<file path="src/rtl/imm_seq_pkg.sv">
// Shared types and field positions for the multi-chunk immediate sequencer.
package imm_seq_pkg;

  localparam int CHUNK_W = 6;

  // MSB positions of each chunk inside the assembled constant
  localparam int W_HI  = 15;
  localparam int W_MID = 9;
  localparam int W_LO  = 3;
  localparam int N_HI  = 7;
  localparam int N_LO  = 1;

  typedef enum logic [2:0] {
    IDLE = 3'd0,
    C0   = 3'd1,
    C1   = 3'd2,
    C2   = 3'd3,
    DONE = 3'd4
  } state_t;

endpackage

</file>
<file path="src/rtl/imm_seq_timer.sv">
// Inter-chunk wait counter: cleared on demand, counts waiting cycles, flags the last allowed one.
module imm_seq_timer #(
  parameter int TIMEOUT = 16
) (
  input  logic clk,
  input  logic rst,
  input  logic clr,
  input  logic en,
  output logic term
);

  localparam int TO_W = $clog2(TIMEOUT + 1);

  logic [TO_W-1:0] cnt;

  always_ff @(posedge clk) begin
    if (rst || clr) begin
      cnt <= '0;
    end else if (en) begin
      cnt <= cnt + TO_W'(1);
    end
  end

  assign term = (cnt == TO_W'(TIMEOUT - 1));

endmodule

</file>
<file path="src/rtl/imm_sequencer.sv">
// Gathers 6-bit imm chunks into an 8-bit (narrow) or 16-bit (wide) constant.
// Optional IMM_SEQ_SHORT_EN adds short_i: one-chunk sequences with zero-filled low bits.
module imm_sequencer
  import imm_seq_pkg::*;
#(
  parameter int TIMEOUT = 16
) (
  input  logic               clk,
  input  logic               rst,
  input  logic               start_i,
  input  logic               wide_i,
`ifdef IMM_SEQ_SHORT_EN
  input  logic               short_i,
`endif
  input  logic               chunk_valid_i,
  input  logic [CHUNK_W-1:0] chunk_i,
  output logic               chunk_ready_o,
  output logic               imm_valid_o,
  output logic [15:0]        imm_o,
  output logic               imm_wide_o,
  input  logic               imm_ready_i,
  output logic               busy_o,
  output logic               timeout_o
);

  state_t      state, state_n;
  logic [15:0] imm;
  logic        wide_q;
  logic        short_q;
  logic        timeout_q;
  logic        accept;
  logic        abort;
  logic        waiting;
  logic        term;

`ifdef IMM_SEQ_SHORT_EN
  always_ff @(posedge clk) begin
    if (rst) begin
      short_q <= 1'b0;
    end else if (state == IDLE && start_i) begin
      short_q <= short_i;
    end
  end
`else
  assign short_q = 1'b0;
`endif

  // Timer only runs while a chunk is awaited and none arrives; anything else clears it.
  imm_seq_timer #(
    .TIMEOUT(TIMEOUT)
  ) u_timer (
    .clk (clk),
    .rst (rst),
    .clr (!waiting),
    .en  (waiting),
    .term(term)
  );

  always_ff @(posedge clk) begin
    if (rst) begin
      state <= IDLE;
    end else begin
      state <= state_n;
    end
  end

  always_comb begin
    state_n       = state;
    chunk_ready_o = 1'b0;
    accept        = 1'b0;
    abort         = 1'b0;
    waiting       = 1'b0;
    case (state)
      IDLE: begin
        if (start_i) state_n = C0;
      end
      C0, C1, C2: begin
        chunk_ready_o = 1'b1;
        accept        = chunk_valid_i;
        waiting       = !chunk_valid_i;
        if (accept) begin
          if (state == C0)      state_n = short_q ? DONE : C1;
          else if (state == C1) state_n = wide_q ? C2 : DONE;
          else                  state_n = DONE;
        end else if (term) begin
          abort   = 1'b1;
          state_n = IDLE;
        end
      end
      DONE: begin
        if (imm_ready_i) state_n = IDLE;
      end
      default: state_n = IDLE;
    endcase
  end

  // Assembly register: each accepted chunk lands in its fixed slot; abort discards it.
  always_ff @(posedge clk) begin
    if (rst) begin
      imm       <= '0;
      wide_q    <= 1'b0;
      timeout_q <= 1'b0;
    end else begin
      timeout_q <= abort;
      if (abort) begin
        imm <= '0;
      end else begin
        case (state)
          IDLE: begin
            if (start_i) begin
              imm    <= '0;
              wide_q <= wide_i;
            end
          end
          C0: begin
            if (accept) begin
              if (wide_q) imm[W_HI -: CHUNK_W] <= chunk_i;
              else        imm[N_HI -: CHUNK_W] <= chunk_i;
            end
          end
          C1: begin
            if (accept) begin
              if (wide_q) imm[W_MID -: CHUNK_W] <= chunk_i;
              else        imm[N_LO:0]           <= chunk_i[CHUNK_W-1 -: 2];
            end
          end
          C2: begin
            if (accept) imm[W_LO:0] <= chunk_i[CHUNK_W-1 -: 4];
          end
          default: ;
        endcase
      end
    end
  end

  assign imm_valid_o = (state == DONE);
  assign busy_o      = (state != IDLE);
  assign imm_o       = imm;
  assign imm_wide_o  = wide_q;
  assign timeout_o   = timeout_q;

endmodule

</file>
<file path="config.mk">
export PLATFORM = sky130hd
export DESIGN_NAME = imm_sequencer
export DESIGN_NICKNAME = d
export VERILOG_FILES = /design/src/rtl/imm_seq_pkg.sv /design/src/rtl/imm_seq_timer.sv /design/src/rtl/imm_sequencer.sv
export SDC_FILE = /design/constraint.sdc
export NUM_CORES = 1
export LEC_CHECK = 0
export BUFFER_PORTS_ARGS = -buffer_cell sky130_fd_sc_hd__buf_2
export CAP_MARGIN = 20
export CORE_MARGIN = 4
export CORE_UTILIZATION = 55
export DETAILED_ROUTE_END_ITERATION = 10
export MAX_ROUTING_LAYER = met4
export PLACE_DENSITY = 0.9
export SYNTH_ARGS = -nofsm -noshare
export SYNTH_HDL_FRONTEND = slang
export SYNTH_SLANG_ARGS = --single-unit
</file>
<file path="constraint.sdc">
create_clock -name clk -period 2.9 [get_ports clk]
set_input_delay 0.435 -clock clk [delete_from_list [all_inputs] [get_ports clk]]
set_output_delay 0.435 -clock clk [all_outputs]
set_load 0.005 [all_outputs]
</file>
Yosys cells after proc, flatten, opt, wreduce, memory -nomap -nowiden --
Index checks and enable logic that the tools add are counted. W data, S select, Z words.
Operators by class: $add $sub $neg 1, equality and inequality tests 15, muxes and demuxes 27, bitwise operators 1, reductions and logical operators 19
Operators by type and width (number):
- $mux W6 | 4
- $mux W3 | 7
- $mux W16 | 1
- $ne A2 B2 Y1 const B | 8
- $pmux W2 S3 | 2
- $pmux W4 S3 | 1
- $pmux W6 S2 | 1
- $reduce_bool A3 Y1 | 4
- $reduce_and A5 Y1 | 2
- $pmux W3 S3 | 1
- $reduce_and A4 Y1 | 2
- $eq A3 B2 Y1 const B | 2
- $mux W1 | 6
- $reduce_and A3 Y1 | 2
- $reduce_and A6 Y1 | 1
- $add A5 B1 Y5 const B | 1
- $eq A5 B4 Y1 const B | 1
- $mux W2 | 2
- $mux W4 | 1
- $pmux W2 S2 | 1
- $reduce_bool A2 Y1 | 2
- $eq A3 B1 Y1 const B | 1
- $eq A3 B3 Y1 const B | 1
- $logic_not A3 Y1 | 1
- 7 further kinds | 8
Word-level totals: flip-flop bits (word level) 26, input bits 12, output and inout bits 21, logic and storage cells 72

Depth between registers and ports, before layout --
word-level depth 6, gate-level depth with buffers 7, mapped depth without buffers 7

Modules after synthesis --
From an unflattened synthesis, not the netlist that was laid out.
Second synthesis, totals: cell total of the unflattened synthesis 158, area, all modules 1318.8 µm²
By module, submodules not included:
- imm_sequencer | times used 1, cells each 134, area each 1061.0 µm², sequential area each 420.4 µm²
- imm_seq_timer | times used 1, cells each 24, area each 257.7 µm², sequential area each 100.1 µm²

Least setup slack after synthesis --
No wires, ideal clock.
kind register to register, start point register u_timer.cnt[0], end point register imm[4] (netlist: imm_o[4]), library setup time 0.139 ns, arrival time 1.660 ns, setup slack 1.101 ns, stages on the path, launching flop included 8, buffers on the path 1, cells stage by stage dfxtp_1 > ha_1 > and3_1 > ha_1 > nand2b_1 > o31ai_1 > buf_2 > a211oi_1
Between the ends: longest elaborated chain between the ends 5
Ends and longest elaborated chain:
- from (decl) | RTL line imm_seq_timer.sv:14 | logic [TO_W-1:0] cnt;
- from (signal assigned) | RTL line imm_seq_timer.sv:20 | cnt <= cnt + TO_W'(1);
- $eq A5 B4 Y1 | RTL line imm_seq_timer.sv:24 | assign term = (cnt == TO_W'(TIMEOUT - 1));
- $mux W1 | RTL line imm_sequencer.sv:85 | end else if (term) begin
- $mux W1 | RTL line imm_sequencer.sv:81 | if (accept) begin
- $mux W1 | RTL line imm_sequencer.sv:73 | case (state)
- $reduce_or A2 Y1 (no line)
- to (signal, indexed assignment) | RTL line imm_sequencer.sv:117 | if (wide_q) imm[W_HI -: CHUNK_W] <= chunk_i;
- to (signal, indexed assignment) | RTL line imm_sequencer.sv:118 | else imm[N_HI -: CHUNK_W] <= chunk_i;
- to (signal, indexed assignment) | RTL line imm_sequencer.sv:123 | if (wide_q) imm[W_MID -: CHUNK_W] <= chunk_i;
- to (decl) | RTL line imm_sequencer.sv:27 | logic [15:0] imm;
Every way passes these cells. A chain may end at the register's enable or synchronous reset.

Worst setup path in the final report --
start point register state[1], end point output imm_valid_o
Between the ends: longest elaborated chain between the ends 1
Ends and longest elaborated chain:
- from (decl) | RTL line imm_sequencer.sv:26 | state_t state, state_n;
- from (signal assigned) | RTL line imm_sequencer.sv:63 | state <= state_n;
- $eq A3 B3 Y1 | RTL line imm_sequencer.sv:136 | assign imm_valid_o = (state == DONE);
- to (decl) | RTL line imm_sequencer.sv:18 | output logic imm_valid_o,
Every way passes these cells.

==> results.ini <==
[status]
status=finished clean

[clocking]
cts-resized-gates=0
tritoncts=done
clk_pin_slew_ns=0.13
clock_sinks=26
clk_latency_ns=0.32
cts_buffers=3
post_cts_buffers=0
hold_buffers=0
cts_buffer_depth=2
root_buffer=clkbuf_4
htreeDepth=1

[worst_setup_path]
critPathTopFamily=flip-flops
critical_path_class=reg2out
crit_path_max_fanout=21
r2r-start=state[0]
cp.depth=3
cp-start-kind=flip-flop
startpoint=state[1]
cp.arrival_ns=1.65
max_stage_delay_ns=0.76
critPathBufInv=1
cp-end-kind=output pin
reg2reg_slack_ns=0.90
required_ns=2.47
critPathSlowestCell=dfxtp_1
path_cells=nor2_1, and2_1, buf_2
worstReg2RegEnd=imm_o[11]
rr_worst_depth=4

[detailed_routing]
drtIter0Drc=40
vias=1196
drc_errors=0
wl_microns=2862
drt_pass1_iterations=4
wire_per_inst_microns=13.83
viasPerCell=5.778
drtAntennaViolNets=0

[sta]
holdWs_ns=0.3712
fin_crit_ns=2.085
rsz0062_at_grt=false
worst_slew_pin_slew_ns=0.6615
period_share_pct=71.91
slew_headroom_pct=55.63
clock.fmax_ghz=0.4795
finalSetupViolCount=0
fin_worst_skew_ns=0.006297
final.setup.tns_ns=0
hold_viol_final=0
finalMaxSlewViolations=0

[hold_path]
whs_path_depth=2
holdPathEnd=state[0]
hold_start=rst
hp-class=in2reg

[place]
place_congestion=0.8075
dp.cells=203
place_area_sq_um=1404
numPortBuffers=32
hpwl_microns=2132

[floorplan]
fp-row-count=16
start_util_pct=60.50
die_h_microns=55.63
ios=33
die-area_sq_um=3094
core_sq_um=2062
dieWidth_microns=55.63

[power]
powerDensity_nw_per_um2=482.7
swShare_pct=27.61
p_sw_uw=191.9
peakVddDrop_v=0.0003309
pwr-share-clk_pct=26.0
cell_internal_pwr_uw=503.2
leakagePower_nw=0.6187
p_comb_share_pct=17.4
p_seq_share_pct=56.6

[logic_synthesis]
ys.warnings.count=0
async_reset_ff_share_pct=0
synthFlopType=dfxtp_1
syn_avg_cell_area_sq_um=8.207
ys_seq_area_share_pct=41.73
syn_nets=166
synth_edf_count=0
ys_ff_latch=26
syn_area_sq_um=1247
syn-instance-count=152
synth_cell_types=36

[cells_and_area]
area.growth.synth_to_final_pct=15.45
drive_gt1_share_pct=22.78
n_antenna_cell=0
finalInstanceArea_sq_um=1440
finalNonFillerCells=207
nets=195
nFillCells=169

[global_routing]
grt_pass1_vias=1137
grtUsageTotal_pct=19.25
antenna_found_initial=0
grt_first_pass_wirelength_microns=4843
grt_max_degree=22
grt.overflow.total=0

[job]
cap_violations=0

-- registers in the layout, indices dropped and copies added, names as in the netlist --
name	flops
u_timer.cnt	5
imm_wide_o	1
state	3
imm_o	16
timeout_o	1
-- how the worst max path moves through the flow --
| stage | slack [ns] | end |
|---|---|---|
| 2_1_floorplan | 1.10 | imm_o[4] |
| 3_3_place_gp | 1.09 | imm_o[10] |
| 3_5_place_dp | 0.98 | imm_o[11] |
| 4_1_cts | 0.86 | imm_valid_o |
| 5_1_grt | 0.73 | imm_valid_o |
| 6_report | 0.81 | imm_valid_o |
-- cell families after synthesis --
logic type	count (synthesis)	share of synthesized area, %
AO/OA/AOI/OAI	33	17.35
XOR/XNOR	2	1.404
adder cells (fa/ha/maj)	2	2.006
buffers and inverters	17	6.018
flip-flops	26	41.73
multiplexers	5	4.213
AND/OR/NAND/NOR	67	27.28
-- synth_stat cells, types with 5 or more instances --
library cell | n | area (sq um)
nor2_1 | 24 | 90.09
a211oi_1 | 6 | 45.04
nand2_1 | 9 | 33.78
nand3_1 | 10 | 50.05
dfxtp_1 | 26 | 520.5
a21oi_1 | 14 | 70.07
nand2b_1 | 5 | 31.28
clkbuf_1 | 5 | 18.77
inv_1 | 8 | 30.03
nor2b_1 | 6 | 37.54
-- cell usage in the layout (no fill, tap or decap), drive strengths merged, types with 2 or more instances in the layout --
cell    count
a31oi       2
inv         8
ha          2
nor2b       6
mux2        2
a32o        2
buf        33
o21ai       3
or4         3
a211oi      6
a22oi       2
dfxtp      26
nand2b      5
nand3      10
nor2       24
nand2       9
and3        2
mux2i       3
a21oi      14
clkbuf      4
-- per-stage QoR --
step                total power, mW  util (%)  setup slack (ns)
finish                       0.6951     69.84            0.8147
global route                 0.7281     69.84            0.7255
CTS                          0.6970     69.84            0.8594
detailed placement           0.5209     68.08            0.9832
global placement             0.5147     68.08             1.092
floorplan                    0.4793         -             1.101
-- final cells by class --
class	instances	area, sq um	share of cell area [%]
clock buffers	4	36.28	2.520
inverters	8	30.03	2.085
multi-input cells	109	651.9	45.27
flip-flops and latches	26	520.5	36.14
well taps	27	33.78	2.346
repair buffers	33	167.7	11.64
-- worst register-to-register path, delay by kind of cell, from the launching register on --
| family | cells | cell delay (ns) |
|---|---|---|
| compound gates | 2 | 0.82 |
| flops | 1 | 0.72 |
| simple gates | 2 | 0.40 |
-- metal layers --
metal,vias up,track usage [%],wire (microns)
met5,-,-,0
met4,0,7.986,33
met1,555,22.70,1179
met3,6,3.480,171
met2,47,32.09,1479
li1,588,-,-
-- power groups by stage --
stage	Combinational (mW)	Clock (mW)	Sequential, mW
2_1_floorplan	0.0888	0	0.391
3_3_place_gp	0.115	0	0.400
3_5_place_dp	0.120	0	0.401
4_1_cts	0.121	0.183	0.393
5_1_grt	0.135	0.197	0.397
6_report	0.121	0.180	0.393
No activity file was read; power rests on OpenSTA's default activity.
